## config.mk

```make
export PLATFORM = sky130hd
export DESIGN_NAME = alu_share_arbiter
export DESIGN_NICKNAME = d
export VERILOG_FILES = /design/src/rtl/alu_share_arbiter.sv
export SDC_FILE = /design/constraint.sdc
export NUM_CORES = 1
export LEC_CHECK = 0
export ABC_CLOCK_PERIOD_IN_PS = 3000
export CAP_MARGIN = 20
export CORE_ASPECT_RATIO = 0.5
export CORE_UTILIZATION = 31
export CTS_CLUSTER_DIAMETER = 50
export DETAILED_ROUTE_END_ITERATION = 16
export PLACE_DENSITY = 0.62
export REMOVE_ABC_BUFFERS = 1
export SYNTH_ARGS = -nofsm -noshare
export SYNTH_HDL_FRONTEND = slang
export SYNTH_SLANG_ARGS = --single-unit
```

## constraint.sdc

```tcl
create_clock -name clk -period 3 [get_ports clk]
set_input_delay 0.9 -clock clk [delete_from_list [all_inputs] [get_ports clk]]
set_output_delay 0.9 -clock clk [all_outputs]
set_load 0.1 [all_outputs]
```

## src/rtl/alu_share_arbiter.sv

```systemverilog
// alu_share_arbiter: round-robin sharing of one combinational ALU between two
// requesters. Accept -> EXEC (ALU drives) -> RESP (result held until taken).
module alu_share_arbiter #(
  parameter int WIDTH = 32,
  parameter int OPW   = 4
) (
  input  logic             clk,
  input  logic             rst_n,
  input  logic             req0_valid,
  output logic             req0_ready,
  input  logic [WIDTH-1:0] req0_a,
  input  logic [WIDTH-1:0] req0_b,
  input  logic [OPW-1:0]   req0_op,
  input  logic             req1_valid,
  output logic             req1_ready,
  input  logic [WIDTH-1:0] req1_a,
  input  logic [WIDTH-1:0] req1_b,
  input  logic [OPW-1:0]   req1_op,
  output logic [WIDTH-1:0] alu_a,
  output logic [WIDTH-1:0] alu_b,
  output logic [OPW-1:0]   alu_op,
  input  logic [WIDTH-1:0] alu_result,
  output logic             rsp_valid,
  input  logic             rsp_ready,
  output logic [WIDTH-1:0] rsp_data,
  output logic             rsp_id,
  output logic             busy
);

  typedef enum logic [1:0] {IDLE, EXEC, RESP} state_t;

  typedef struct packed {
    logic [WIDTH-1:0] a;
    logic [WIDTH-1:0] b;
    logic [OPW-1:0]   op;
  } req_t;

  state_t state, state_nxt;
  logic   last_grant;   // winner of the most recently completed op
  logic   cur_id;       // owner of the op currently in flight
  logic   grant0, grant1;
  req_t   win_req;

  // Tie goes to whoever did not win last; a lone requester always wins.
  assign grant0  = req0_valid && (!req1_valid || last_grant);
  assign grant1  = req1_valid && (!req0_valid || !last_grant);
  assign win_req = grant1 ? req_t'{req1_a, req1_b, req1_op}
                          : req_t'{req0_a, req0_b, req0_op};

  assign rsp_valid = (state == RESP);
  assign busy      = (state != IDLE);

  // Next state and ready; ready is gated by rst_n so every output reads 0 while in reset.
  always_comb begin
    state_nxt  = state;
    req0_ready = 1'b0;
    req1_ready = 1'b0;
    case (state)
      IDLE: begin
        req0_ready = rst_n && grant0;
        req1_ready = rst_n && grant1;
        if (grant0 || grant1) state_nxt = EXEC;
      end
      EXEC:    state_nxt = RESP;
      RESP:    if (rsp_ready) state_nxt = IDLE;
      default: state_nxt = IDLE;
    endcase
  end

  // State register.
  always_ff @(posedge clk or negedge rst_n) begin
    if (!rst_n) state <= IDLE;
    else        state <= state_nxt;
  end

  // Operand latch on accept, result capture in EXEC, fairness pointer on response handshake.
  always_ff @(posedge clk or negedge rst_n) begin
    if (!rst_n) begin
      alu_a      <= '0;
      alu_b      <= '0;
      alu_op     <= '0;
      cur_id     <= 1'b0;
      rsp_data   <= '0;
      rsp_id     <= 1'b0;
      last_grant <= 1'b1;
    end else begin
      case (state)
        IDLE: if (grant0 || grant1) begin
          alu_a  <= win_req.a;
          alu_b  <= win_req.b;
          alu_op <= win_req.op;
          cur_id <= grant1;
        end
        EXEC: begin
          rsp_data <= alu_result;
          rsp_id   <= cur_id;
        end
        RESP: if (rsp_ready) last_grant <= rsp_id;
        default: ;
      endcase
    end
  end

endmodule

```

; Word level (Yosys, flattened, before mapping)
; Cells that the tools add are included.
; W data, S select, Z words.
[classes]
eq_ne = 4
muxes = 6
n_reduce_logical = 15
[op_table]
columns = operator, count
row1 = $mux W68, 1
row2 = $pmux W2 S3, 1
row3 = $reduce_and A2 Y1, 3
row4 = $logic_and A1 B1 Y1, 4
row5 = $mux W2, 2
row6 = $logic_not A1 Y1, 3
row7 = $logic_or A1 B1 Y1, 3
row8 = $eq A2 B1 Y1 const B, 1
row9 = $eq A2 B2 Y1 const B, 1
row10 = $logic_not A2 Y1, 1
row11 = $mux W1, 2
row12 = $ne A2 B1 Y1 const B, 1
row13 = $ne A2 B2 Y1 const B, 1
row14 = $reduce_bool A2 Y1, 1
[word_totals]
reg_bits = 105
out_inout_bits = 105

; Longest topological paths before layout
[logic_depth]
depth_word = 6
ltp_mapped = 6

; Worst setup path before layout
; Ideal clock, no wire load.
[synth_timing]
kind = input to output
from = input port req1_valid
to = output port req1_ready
t_arrival_ps = 2660
setup_slack_ps = -560
cell_stages = 4
n_path_buf = 2
cell_sequence = a21bo_1 buf_6 buf_12 nor2_1
[synth_via]
elab_chain_cells = 3
[synth_lines]
columns = item, line
row1 = "start, declared", 14  ; input logic req1_valid,
row2 = $logic_and A1 B1 Y1, 46  ; assign grant1 = req1_valid && (!req0_valid || !last_grant);
row3 = $logic_and A1 B1 Y1, 61  ; req1_ready = rst_n && grant1;
row4 = $mux W1, 58  ; case (state)
row5 = "end, declared", 15  ; output logic req1_ready,
; Every way passes these cells.

; Worst setup path after layout
; Same ends and word-level chain as after synthesis.

==> metrics <==
row count 33; Setup Skew 7.60 ps; H-tree levels 3; #FFs+latches synth 105; PostCTS Resize Cnt 0; via/cell ratio 4.31; worst hold path type flip-flop to flip-flop; Die W 188 um; TritonCTS buffer count 9; Final period util 0.978; final net count 760; router iterations before antenna repair 4; Synth Area per Inst 17.2 um^2; Slew @ Worst Pin 890 ps; final wirelength 13600 um; share of layout cells above drive strength 1 0.510; CTS Hold Buffers Added 0; area share of the largest cell type after synthesis 0.486; CORE AREA 16600 um^2; global-route usage over all layers 0.150; Final WS setup 64.7 ps; antenna cell count 0; reg2reg setup slack 1070 ps; filler instances 1443; Clock Latency Late Sink 340 ps; fmax 0.341 GHz; crit end category output pin; status completed; DRT antenna net count 0; Crit path max-delay family buffers and inverters; most frequent cells in the layout clkdlybuf4s50_1, mux2_4, buf_4, dfrtp_1, mux2_2; Die Area 17800 um^2; Clk pin slew, worst setup/hold paths 70 ps; initial antenna violation count 0; crit path cell chain clkdlybuf4s50_1 > a21bo_4 > nor2_1 > buf_12; CP arrival 2040 ps; Ports 278; r2r worst-path depth 4; drt initial violations 126; Tmin final 2940 ps; initial core utilization 0.322; worst reg2reg path startpoint last_grant; Hold Path Depth 1; Slew headroom 0.407; Final Hold Fails 0; Yosys Warn Count 0; RSZ-0062 raised after global routing no; synth top area cells dfrtp_1, mux2_4, mux2_2; Synth-to-Final Area Change 56.3%; CTS tree built; critical path startpoint category input port; vias in the first global route 3546; clock sinks 105; count of buffers from port buffering 277; Reg area 2630 um^2; commonest non-fill, non-tap cell in the layout clkdlybuf4s50_1; CP peak stage delay 490 ps; root buf cell clkbuf_16; Synth area leader dfrtp_1; Worst Hold Endpoint alu_b[6]; fin cells 819; first-pass GRT wire length 20400 um; post-DP HPWL 10200 um; min-delay src alu_b[6]; setup bufs post-CTS 0; Max Cap Viol 0; Setup CP Type input port to output pin; Die H 94.9 um; register area share after synthesis 0.491; worst hold slack 511 ps; Yosys cell types 17; GR Overflow Total 0; routability cong. 0.709; post-synthesis cell count 311; Final TNS setup 0 ps; count of pins over their slew limit 0; # DRC 0; CP max-delay cell clkdlybuf4s50_1; CTS max path bufs 2; detailed-route via count 3527; Multi-input gate area 2510 um^2; CP bufs+invs 2; Place WS 71.1 ps; post-DR wirelength/cell 16.6 um; Setup violations, final 0; FF-to-FF End alu_b[7]; Mapped Area 5350 um^2; CP Data Required Time 2100 ps; pin count of the biggest net entering global routing 70; Worst Path Max Fanout 2; Inst Count DP 803
[through the flow]
step / util / instance area (um^2)
6_report: 0.503 / 8370
5_1_grt: 0.503 / 8370
4_1_cts: 0.503 / 8370
3_5_place_dp: 0.485 / 8070
3_3_place_gp: 0.485 / 8070
2_1_floorplan: - / 5140
[Yosys cell counts]
master,number
mux2_4,136
dfrtp_1,104
mux2_2,34
buf_2,8
buf_12,7
nor2_1,4
inv_1,3
o21ai_0,3
buf_6,2
nand2_1,2
nand2b_1,2
a21bo_1,1
buf_4,1
clkbuf_1,1
dfstp_2,1
nor2_2,1
o31ai_1,1
[layout make-up]
type,instances,area share
Timing Repair Buffer,284,0.315
Sequential cell,105,0.314
Multi-Input combinational cell,184,0.300
Tap cell,227,0.0339
Clock buffer,9,0.0269
Clock inverter,7,0.00867
Inverter,3,0.00135
[sequential cells by signal (all words and copies together) (netlist names)]
register    flops
alu_a          32
rsp_data       32
alu_b          32
last_grant      1
alu_op          4
rsp_id          1
state           2
cur_id          1
[worst register-to-register path, cell delays in order (launching register included)]
cell	delay [ps]
dfstp_2	580
a21bo_4	150
buf_12	410
mux2_4	410
mux2_4	260
[metal layers]
metal | part of all wire | GRT usage | up-vias
met5 | 0 | 0 | -
met4 | 0.012 | 0.0413 | 0
met3 | 0.039 | 0.0316 | 11
met2 | 0.56 | 0.280 | 87
met1 | 0.39 | 0.177 | 1772
li1 | - | - | 1657
[worst max path at each step]
| stage | start | to | slack, ps | cells past startpoint |
|---|---|---|---|---|
| final | req1_valid | req1_ready | 60 | 4 |
| after global routing | req1_valid | req1_ready | 7 | 4 |
| after CTS | req1_valid | req1_ready | 50 | 4 |
| after detailed placement | req1_valid | req1_ready | 70 | 4 |
| after global placement | req1_valid | req1_ready | 90 | 4 |
| after floorplan | req1_valid | req1_ready | -2410 | 2 |
[logic make-up (layout without fill, tap and decap cells)]
| group | after synthesis | in the layout | share of synthesized area |
|---|---|---|---|
| buffers and inverters | 22 | 303 | 0.0421 |
| and+or+nand+nor | 9 | 9 | 0.00771 |
| AOI/OAI and AO/OA | 5 | 5 | 0.00608 |
| muxes | 170 | 170 | 0.453 |
| DFF | 105 | 105 | 0.491 |
Power is not shown: default switching activity piles up to over one toggle a cycle in this logic, so the estimate is an artifact.
